==> config.mk <==
export PLATFORM = sky130hd
export DESIGN_NAME = l2_tlb_search_ctrl
export DESIGN_NICKNAME = d
export VERILOG_FILES = /design/src/rtl/l2_tlb_search_ctrl.sv
export SDC_FILE = /design/constraint.sdc
export NUM_CORES = 1
export LEC_CHECK = 0
export CORE_MARGIN = 2
export CORE_UTILIZATION = 38
export CTS_BUF_LIST = sky130_fd_sc_hd__clkbuf_4 sky130_fd_sc_hd__clkbuf_8
export CTS_CLUSTER_DIAMETER = 120
export CTS_CLUSTER_SIZE = 30
export DETAILED_ROUTE_END_ITERATION = 6
export PLACE_DENSITY = 0.94
export SLEW_MARGIN = 10
export SYNTH_ARGS = -nofsm -noshare
export SYNTH_HDL_FRONTEND = slang
export SYNTH_SLANG_ARGS = --single-unit
==> constraint.sdc <==
create_clock -name clk_i -period 4.1 [get_ports clk_i]
set_input_delay 0.41 -clock clk_i [delete_from_list [all_inputs] [get_ports clk_i]]
set_output_delay 0.41 -clock clk_i [all_outputs]
set_load 0.02 [all_outputs]
==> src/rtl/l2_tlb_search_ctrl.sv <==
// L2 TLB search sequencer: walks one set two entries per cycle over a dual-port
// tag RAM, merges configuration writes, and returns one registered result per request.
module l2_tlb_search_ctrl #(
  parameter int ADDR_WIDTH     = 32,
  parameter int RAM_DATA_WIDTH = 32,
  parameter int PAGE_SIZE      = 4096,
  parameter int SET_WIDTH      = 5,
  parameter int OFFSET_WIDTH   = 4
) (
  input  logic                                clk_i,
  input  logic                                rst_i,
  input  logic                                in_valid,
  output logic                                in_ready,
  input  logic [ADDR_WIDTH-1:0]               in_addr,
  input  logic                                in_rw_type,
  input  logic                                cfg_we,
  input  logic [SET_WIDTH+OFFSET_WIDTH:0]     cfg_addr,
  input  logic [RAM_DATA_WIDTH-1:0]           cfg_wdata,
  output logic                                ram_we,
  output logic [SET_WIDTH+OFFSET_WIDTH:0]     port0_addr,
  output logic [SET_WIDTH+OFFSET_WIDTH:0]     port1_addr,
  output logic [RAM_DATA_WIDTH-1:0]           ram_wdata,
  output logic [ADDR_WIDTH-1:0]               chk_addr,
  output logic                                chk_rw_type,
  output logic                                output_valid,
  output logic [OFFSET_WIDTH-1:0]             offset_addr_d,
  output logic                                output_sent,
  input  logic                                chk_hit,
  input  logic                                chk_multi_hit,
  input  logic                                chk_prot,
  input  logic                                chk_master,
  input  logic [SET_WIDTH+OFFSET_WIDTH:0]     chk_hit_addr,
  output logic                                out_valid,
  input  logic                                out_ready,
  output logic                                out_hit,
  output logic                                out_miss,
  output logic                                out_multi_hit,
  output logic                                out_prot,
  output logic                                out_master,
  output logic [SET_WIDTH+OFFSET_WIDTH:0]     out_hit_addr
);

  localparam int IGNORE_LSB = $clog2(PAGE_SIZE);
  localparam int EA_W       = SET_WIDTH + OFFSET_WIDTH + 1;
  localparam logic [OFFSET_WIDTH-1:0] OFF_MAX = {OFFSET_WIDTH{1'b1}};

  typedef enum logic [1:0] {
    ST_IDLE   = 2'd0,
    ST_SEARCH = 2'd1,
    ST_DONE   = 2'd2
  } state_e;

  state_e                    state_q, state_d;
  logic [ADDR_WIDTH-1:0]     addr_q, addr_d;
  logic                      rw_q, rw_d;
  logic [SET_WIDTH-1:0]      set_q, set_d;
  logic [OFFSET_WIDTH-1:0]   offset_cnt_q, offset_cnt_d;
  logic [OFFSET_WIDTH-1:0]   ret_off_q, ret_off_d;
  logic                      issued_all_q, issued_all_d;
  logic                      issue_q, issue_d;
  logic                      last_q, last_d;
  logic                      hit_q, hit_d;
  logic                      miss_q, miss_d;
  logic                      multi_q, multi_d;
  logic                      prot_q, prot_d;
  logic                      master_q, master_d;
  logic [EA_W-1:0]           hit_addr_q, hit_addr_d;

  // Next-state logic: request accept, read issue, result capture and handshake.
  always_comb begin
    state_d      = state_q;
    addr_d       = addr_q;
    rw_d         = rw_q;
    set_d        = set_q;
    offset_cnt_d = offset_cnt_q;
    ret_off_d    = ret_off_q;
    issued_all_d = issued_all_q;
    issue_d      = issue_q;
    last_d       = last_q;
    hit_d        = hit_q;
    miss_d       = miss_q;
    multi_d      = multi_q;
    prot_d       = prot_q;
    master_d     = master_q;
    hit_addr_d   = hit_addr_q;

    case (state_q)
      ST_IDLE: begin
        if (in_valid) begin
          addr_d       = in_addr;
          rw_d         = in_rw_type;
          set_d        = in_addr[IGNORE_LSB +: SET_WIDTH];
          offset_cnt_d = {OFFSET_WIDTH{1'b0}};
          issued_all_d = 1'b0;
          issue_d      = 1'b0;
          last_d       = 1'b0;
          state_d      = ST_SEARCH;
        end else begin
          state_d = ST_IDLE;
        end
      end

      ST_SEARCH: begin
        // A configuration write steals port 0, so the walk stalls for that cycle.
        if (!cfg_we && !issued_all_q) begin
          issue_d   = 1'b1;
          ret_off_d = offset_cnt_q;
          if (offset_cnt_q == OFF_MAX) begin
            issued_all_d = 1'b1;
            last_d       = 1'b1;
          end else begin
            offset_cnt_d = offset_cnt_q + {{(OFFSET_WIDTH-1){1'b0}}, 1'b1};
          end
        end else begin
          issue_d = 1'b0;
        end

        if (issue_q) begin
          if (chk_hit) begin
            hit_d      = 1'b1;
            miss_d     = 1'b0;
            multi_d    = chk_multi_hit;
            prot_d     = chk_prot;
            master_d   = chk_master;
            hit_addr_d = chk_hit_addr;
            issue_d    = 1'b0;
            state_d    = ST_DONE;
          end else if (last_q) begin
            hit_d      = 1'b0;
            miss_d     = 1'b1;
            multi_d    = 1'b0;
            prot_d     = 1'b0;
            master_d   = 1'b0;
            hit_addr_d = {EA_W{1'b0}};
            issue_d    = 1'b0;
            state_d    = ST_DONE;
          end else begin
            state_d = ST_SEARCH;
          end
        end else begin
          state_d = ST_SEARCH;
        end
      end

      ST_DONE: begin
        if (out_ready) begin
          hit_d      = 1'b0;
          miss_d     = 1'b0;
          multi_d    = 1'b0;
          prot_d     = 1'b0;
          master_d   = 1'b0;
          hit_addr_d = {EA_W{1'b0}};
          state_d    = ST_IDLE;
        end else begin
          state_d = ST_DONE;
        end
      end

      default: begin
        state_d = ST_IDLE;
      end
    endcase
  end

  // State and datapath registers.
  always_ff @(posedge clk_i or posedge rst_i) begin
    if (rst_i) begin
      state_q      <= ST_IDLE;
      addr_q       <= {ADDR_WIDTH{1'b0}};
      rw_q         <= 1'b0;
      set_q        <= {SET_WIDTH{1'b0}};
      offset_cnt_q <= {OFFSET_WIDTH{1'b0}};
      ret_off_q    <= {OFFSET_WIDTH{1'b0}};
      issued_all_q <= 1'b0;
      issue_q      <= 1'b0;
      last_q       <= 1'b0;
      hit_q        <= 1'b0;
      miss_q       <= 1'b0;
      multi_q      <= 1'b0;
      prot_q       <= 1'b0;
      master_q     <= 1'b0;
      hit_addr_q   <= {EA_W{1'b0}};
    end else begin
      state_q      <= state_d;
      addr_q       <= addr_d;
      rw_q         <= rw_d;
      set_q        <= set_d;
      offset_cnt_q <= offset_cnt_d;
      ret_off_q    <= ret_off_d;
      issued_all_q <= issued_all_d;
      issue_q      <= issue_d;
      last_q       <= last_d;
      hit_q        <= hit_d;
      miss_q       <= miss_d;
      multi_q      <= multi_d;
      prot_q       <= prot_d;
      master_q     <= master_d;
      hit_addr_q   <= hit_addr_d;
    end
  end

  assign in_ready      = (state_q == ST_IDLE);
  assign ram_we        = cfg_we;
  assign ram_wdata     = cfg_wdata;
  assign port0_addr    = cfg_we ? cfg_addr : {1'b0, set_q, offset_cnt_q};
  assign port1_addr    = {1'b1, set_q, offset_cnt_q};
  assign chk_addr      = addr_q;
  assign chk_rw_type   = rw_q;
  // Read data only counts while searching; a read in flight after a hit is dropped.
  assign output_valid  = (state_q == ST_SEARCH) && issue_q;
  assign offset_addr_d = ret_off_q;
  assign out_valid     = (state_q == ST_DONE);
  assign output_sent   = out_valid && out_ready;
  assign out_hit       = hit_q;
  assign out_miss      = miss_q;
  assign out_multi_hit = multi_q;
  assign out_prot      = prot_q;
  assign out_master    = master_q;
  assign out_hit_addr  = hit_addr_q;

endmodule

==> impl_results.md, run 1 <==
* Setup TNS after final layout at 0 ns
* Pleak at around 1.8 nW
* Critical path, cell by cell: clkdlybuf4s50_1 > mux2_2 > clkdlybuf4s50_1
* Setup violations, final at 0
* Design Area, Final at 4187 µm²
* Syn avg cell area at approximately 13 µm²
* Outcome: finished clean
* Initial antenna violation count at 0
* Core Area at slightly above 7000 µm²
* RD Place Congestion at 0.7184
* I/O pin count at around 200
* Post-CTS sizing at 0
* CP max-delay cell: clkdlybuf4s50_1
* Max_cap viols at 0
* Mapped Area at between 2000 and 3000 µm²
* Fraction of registers with async set/reset at 100.0%
* Antenna violation net count after detailed routing at 0
* Simple-Gate Fraction of Synth Area at approximately 5%
* Post-synth cell types at 32
* Post-synthesis mux area share at between 10% and 20%
* Drt wl/cell at 16.31 µm
* H-tree depth at 3
* Final Hold Viols at 0
* Top-count cell post-synth: dfrtp_1
* Synth area leaders: dfrtp_1 (53%), mux2_2 (17%), buf_4 (11%), a22o_1 (4.7%), buf_6 (2.4%)
* Clock sink count at 60
* Post-synthesis xor/xnor area fraction at 0%
* Crit start category: input port
* CP delay by family, top: buffers and inverters
* First-pass GRT wire length at 11,220 µm
* Yosys top cell area share at 53.36%
* Crit path time final at 2.664 ns
* Worst slew pin tran at 0.8882 ns
* GR peak layer: met2
* Die Width at about 90 µm
* Fin. max-slew vios at 0
* Drt drc at 0
* Synth Area in Compound Gates at 9.204%
* Crit path kind: in2out
* Max-slew headroom at a little over 40%
* Worst clock skew at a little under 0.006 ns
* Hold buffers post-CTS at 0
* Most frequent CP cell: clkdlybuf4s50_1
* Clock transition at the registers of the reported paths at ~0.070 ns
* CTS tree: yes
* Largest net degree at the start of global routing at 32
* Worst Setup End Kind: output pin
* M3 GR Usage at under 10%
* Grt total ovfl at 0
* Share of cells above drive strength 1 at a little over a fifth
* Mapped Cells at 218
* Drt pass-1 iters at 4
* Synthesis Warnings at 0
* Layout area overhead at 48.78%
* Vias in the first global route at between 2k and 2.5k
* Post-CTS Setup Bufs at 0
* Min-delay worst type: in2async
* Adder-cell share of the synthesized area at less than 1%
* CP Max Fanout at 16
* Starting Density at between 30% and 40%
* Largest family of logic cells by synthesized area: multiplexers
* R2R setup slack at between 2 and 2.5 ns
* Max VDD drop at just over 0.4 mV
* ANT cells at 0
* WL final at slightly below 7000 µm
* Row count at 31
* Inserted Clock Buffers at 9
* Max stage delay on crit path at 0.88 ns
* FMAX at approximately 380 MHz
* RSZ-0062 raised after global routing: false
* Synthesized Nets at around 310
* Worst-Skew Late Latency at between 0.3 and 0.4 ns
* Instance area at placement at 3961 µm²
* WP buf/inv at 2
* Root buffer cell: clkbuf_8
* HPWL Detailed at approximately 5200 µm
* Register bit total from synthesis at 60
* Prevailing post-synth register cell: dfrtp_1
* Met1 GRT Util at a little under a fifth
* Pwr dens at around 800 nW/µm²
* Fraction of the cycle the final worst path needs at 64.98%
* Crit path DAT at between 2 and 2.5 ns
* EDFF count, synth at 0
* Via density at 4.827
* DRT iter0 DRCs at between 90 and 100
* Die area at between 8000 and 9000 µm²
* DR vias at around 2.0k
* Req. time, crit path at about 3.7 ns
* Post-synth top area cell: dfrtp_1
* Synth cell count leaders: dfrtp_1 (60), mux2_2 (43), buf_4 (41), a22o_1 (15), o21ai_0 (7)
* Global-route usage over all layers at approximately 17%
* Die H at 90.06 µm
* Port bufs at about 140
* Sequential element share of the synthesized area at 53.36%
* GRT met2 Usage at roughly 30%
* CTS max path bufs at 2
* Nets at 414
## report_power, final
group | internal [mW] | switching [mW] | leakage (nW) | total, mW
clock | 0.359 | 0.236 | 0.116 | 0.595
sequential | 0.871 | 0.193 | 0.735 | 1.06
combinational | 0.913 | 0.792 | 0.905 | 1.70
total | 2.14 | 1.22 | 1.76 | 3.36
## flip-flops by register name, summed over array words and instances (netlist names)
signal / cells
chk_addr: 32
chk_rw_type: 1
issue_q: 1
last_q: 1
offset_addr_d: 4
offset_cnt_q: 4
out_hit: 1
out_hit_addr: 10
out_master: 1
out_miss: 1
out_multi_hit: 1
out_prot: 1
state_q: 2
## cells by family (layout without fill, tap and decap cells)
family                   count (synthesis)  after routing
other                                    1              1
buffers and inverters                   56            162
adder cells (fa/ha/maj)                  1              1
AND/OR/NAND/NOR                         23             23
multiplexers                            43             43
AO/OA/AOI/OAI                           34             34
flip-flops                              60             60
## worst register-to-register path, stage by stage, from the launching register on
cell     delay [ns]
dfrtp_1        0.49
nor3b_4        0.79
buf_12         0.26
mux2_2         0.37
## final timing paths
check	from	endpoint	cells after the start
setup / recovery	cfg_we	port0_addr[4]	3
setup reg to reg	state_q[0]$_DFF_PP0_	chk_addr[18]$_DFFE_PP0P_	3
min in group clk_i	out_hit$_DFFE_PP0P_	out_hit$_DFFE_PP0P_	1
hold reg to reg	out_hit$_DFFE_PP0P_	out_hit$_DFFE_PP0P_	1
hold / removal	rst_i	chk_rw_type$_DFFE_PP0P_	2
max in group asynchronous	rst_i	out_hit$_DFFE_PP0P_	3
## cell usage in the layout (no fill, tap or decap), drive strengths merged
cell type      Yosys  routed
nor4b              1       1
o21a               1       1
clkbuf             1      10
a21o               1       1
nor2b              2       2
o21ai              8       8
buf               49       3
a22o              15      15
a21oi              3       3
conb               1       1
and3               2       2
clkdlybuf4s50      0     137
and2               2       2
dfrtp             60      60
mux2              43      43
nand2              6       6
inv                6       6
a22oi              2       2
clkinv             0       4
bufinv             0       2
and3b              1       1
ha                 1       1
or2                1       1
nor2               3       3
nor3b              1       1
o21bai             2       2
nand3              4       4
o31ai              1       1
a2bb2oi            1       1
## metal layers
| layer | vias up | routed length (µm) |
|---|---|---|
| li1 | 920 | - |
| met1 | 994 | 2622 |
| met2 | 96 | 3462 |
| met3 | 32 | 584 |
| met4 | 0 | 229 |
| met5 | - | 0 |
## stage by stage
| step | utilization [%] | setup slack (ns) | cells | hold slack [ns] | total power, mW |
|---|---|---|---|---|---|
| 2_1_floorplan | - | 2.205 | 218 | 0.5054 | 2.046 |
| 3_3_place_gp | 54.91 | 1.452 | 407 | 0.4602 | 2.729 |
| 3_5_place_dp | 54.91 | 1.400 | 407 | 0.4817 | 2.789 |
| 4_1_cts | 58.03 | 1.391 | 423 | 0.4973 | 3.406 |
| 5_1_grt | 58.03 | 1.376 | 423 | 0.5215 | 3.535 |
| 6_report | 58.03 | 1.436 | 423 | 0.4912 | 3.363 |
## area by class of cell
cell class                 count  area, µm²
clock buffer                  10      137.6
clock inverter                 6      87.58
fill                         600       3028
inverter                       6      22.52
multi-input combinational    102      907.1
sequential                    60       1501
tap                           99      123.9
timing repair buffer         140       1406
No activity file was read; power rests on OpenSTA's default activity.
==> inputs of run 2 (changes only) <==
--- a/config.mk
+++ b/config.mk
@@ -6,12 +6,12 @@
 export NUM_CORES = 1
 export LEC_CHECK = 0
 export CORE_MARGIN = 2
-export CORE_UTILIZATION = 38
+export CORE_UTILIZATION = 36
 export CTS_BUF_LIST = sky130_fd_sc_hd__clkbuf_4 sky130_fd_sc_hd__clkbuf_8
 export CTS_CLUSTER_DIAMETER = 120
 export CTS_CLUSTER_SIZE = 30
 export DETAILED_ROUTE_END_ITERATION = 6
-export PLACE_DENSITY = 0.94
+export PLACE_DENSITY = 0.9
 export SLEW_MARGIN = 10
 export SYNTH_ARGS = -nofsm -noshare
 export SYNTH_HDL_FRONTEND = slang
==> constraint.sdc (replaced) <==
create_clock -name clk_i -period 2.7 [get_ports clk_i]
set_input_delay 0.27 -clock clk_i [delete_from_list [all_inputs] [get_ports clk_i]]
set_output_delay 0.27 -clock clk_i [all_outputs]
set_load 0.02 [all_outputs]
==> run 2 against run 1 <==
  * First-iteration DRC count decreased by 7.7%
  * Largest cell class unchanged
  * Routed wire length decreased by 1.0%
  * Non-clock buffer count increased by 1
==> impl_results.md, run 2 (synthesis results as in run 1) <==
* Worst-Skew Late Latency at 0.32 ns (about the same)
* Antenna violation net count after detailed routing at 0 (unchanged)
* Multi-input gate area at 907.1 µm² (unchanged)
* Max stage delay on crit path at 0.85 ns (-0.03 ns)
* H-tree depth at 3 (unchanged)
* Most frequent cells in the layout: clkdlybuf4s50_1 (137), dfrtp_1 (60), mux2_2 (43)
* HPWL Detailed at 5177 µm (+0.36%)
* Max reg flops at 32 (unchanged)
* Layout area overhead at 47.44%
* Die H at 92.41 µm (+2.6%)
* Final Hold Viols at 0 (unchanged)
* Row count at 32 (+3.2%)
* Post-CTS Setup Bufs at 0 (unchanged)
* RD Place Congestion at 0.6819 (-5.1%)
* Drt pass-1 iters at 4 (unchanged)
* RSZ-0062 raised after global routing: false
* GRT met2 Usage at 26.89% (-3.1 points)
* Worst slew pin tran at 0.6050 ns (-0.2832 ns)
* FMAX at ~430 MHz
* Setup TNS after final layout at 0 ns (unchanged)
* Vias in the first global route at 2,248 (-1.7%)
* Initial antenna violation count at 0 (unchanged)
* Inserted Clock Buffers at 9 (unchanged)
* First-pass GRT wire length at 11,140 µm (-0.74%)
* Max-slew headroom at 59.61% (+19 points)
* Min-delay worst type: in2async
* FF-to-FF End: offset_cnt_q[1]$_DFFE_PP0P_
* Setup violations, final at 0 (unchanged)
* Via density at 4.810 (-0.36%)
* Post-place setup slack at 0.3547 ns (-1.045 ns)
* Reg-to-reg startpoint: state_q[0]$_DFF_PP0_
* Grt total ovfl at 0 (unchanged)
* Post-CTS sizing at 0 (unchanged)
* Max VDD drop at 0.5661 mV (+36%)
* Core Area at 7647 µm² (+6.0%)
* Fraction of the cycle the final worst path needs at 86.33%
* Crit path time final at between 2 and 2.5 ns
* Clock transition at the registers of the reported paths at 0.06 ns (about the same)
* Max_cap viols at 0 (unchanged)
* Worst Setup End Kind: output pin
* Sequential Area at 1501 µm² (unchanged)
* Depth of the most critical reg-to-reg path at 4 (+1)
* R2R setup slack at 0.98 ns (-1.10 ns)
* WL final at 6828 µm (-1.0%)
* Drt drc at 0 (unchanged)
* I/O pin count at 203 (unchanged)
* Clock sink count at 60 (unchanged)
* Largest net degree at the start of global routing at 39 (+22%)
* CP max-delay cell: clkdlybuf4s50_1
* Most frequent CP cell: clkdlybuf4s50_1
* GR peak layer: met2
* Outcome: finished clean
* Crit path kind: in2out
* Fin. max-slew vios at 0 (unchanged)
* Crit path DAT at 2.06 ns (-0.19 ns)
* CTS tree: yes
* Root buffer cell: clkbuf_8
* ANT cells at 0 (unchanged)
* Hold buffers post-CTS at 0 (unchanged)
* Post-route worst setup slack at 0.3690 ns (-1.067 ns)
* DRT iter0 DRCs at 84 (-7.7%)
* Fillers at 651 (+8.5%)
* Die Width at 92.41 µm (+2.6%)
* Port bufs at 137 (unchanged)
* Die area at 8540 µm² (+5.3%)
* Share of cells above drive strength 1 at 21.60% (unchanged)
* Nets at 415 (+0.24%)
* Pleak at 1.741 nW (-0.82%)
* Worst clock skew at 0.007589 ns (+0.001619 ns)
* Critical path, cell by cell: clkdlybuf4s50_1 > mux2_2 > clkdlybuf4s50_1
* CP Max Fanout at 16 (unchanged)
* Pwr dens at 1184 nW/µm² (+47%)
* CTS max path bufs at 2 (unchanged)
* DR vias at 2,049 (+0.34%)
* Req. time, crit path at 2.43 ns (-1.26 ns)
* Crit start category: input port
* Starting Density at 36.80% (-2.2 points)
* M3 GR Usage at 8.218% (+2.5 points)
* Leading cell type in the layout, fill and taps excluded: clkdlybuf4s50_1
* Met1 GRT Util at 18.83% (+0.031 points)
* Drt wl/cell at 16.03 µm (-1.7%)
* Global-route usage over all layers at 16.71% (-0.67 points)
[run 2: cell count changes in the layout (fill, tap and decap cells not counted), sizes merged]
cell    previous run  this run
clkbuf            10        13
buf                3         4
clkinv             4         2
bufinv             2         0
[run 2: final cells by class]
type	instances	area share, %
well taps	102	3.076
flip-flops and latches	60	36.19
multi-input cells	102	21.86
repair buffers	141	34.08
inverters	6	0.5428
clock inverters	2	0.2413
clock buffers	13	4.011
[run 2: through the flow]
stage	util, %	hold slack, ns	std cells	instance area, µm²	power, mW
finish	54.25	0.3396	426	4149	4.912
global route	54.25	0.3695	426	4149	5.197
CTS	54.25	0.3540	426	4149	4.976
detailed placement	51.95	0.4679	411	3973	4.234
global placement	51.95	0.4607	411	3973	4.153
floorplan	-	0.4025	218	2814	3.107
[run 2: where the power goes]
group | leakage, nW | internal (mW) | switching, mW
Combinational | 0.910 | 1.38 | 1.20
Sequential | 0.735 | 1.32 | 0.287
Clock | 0.0961 | 0.396 | 0.320
Total | 1.74 | 3.10 | 1.81
[run 2: metal layers]
layer / part of all wire (%) / vias to the layer above
met3: 11 / 22
met2: 51 / 96
met4: 2.5 / 0
met1: 36 / 1011
li1: - / 920
met5: 0 / -
[run 2: worst max path at each step]
stage                     startpoint                 endpoint  slack, ns  depth (start not counted)
final                         cfg_we            port0_addr[4]       0.37                          3
after global routing          cfg_we            port0_addr[4]       0.24                          3
after CTS                     cfg_we            port0_addr[4]       0.35                          3
after detailed placement      cfg_we            port0_addr[4]       0.35                          3
after global placement        cfg_we            port0_addr[8]       0.38                          3
after floorplan                rst_i  chk_addr[0]$_DFFE_PP0P_       0.95                          1
[run 2: worst max-delay path: cells and delay by family]
kind | cells | cell delay, ns
muxes | 1 | 0.40
buffers and inverters | 2 | 1.39
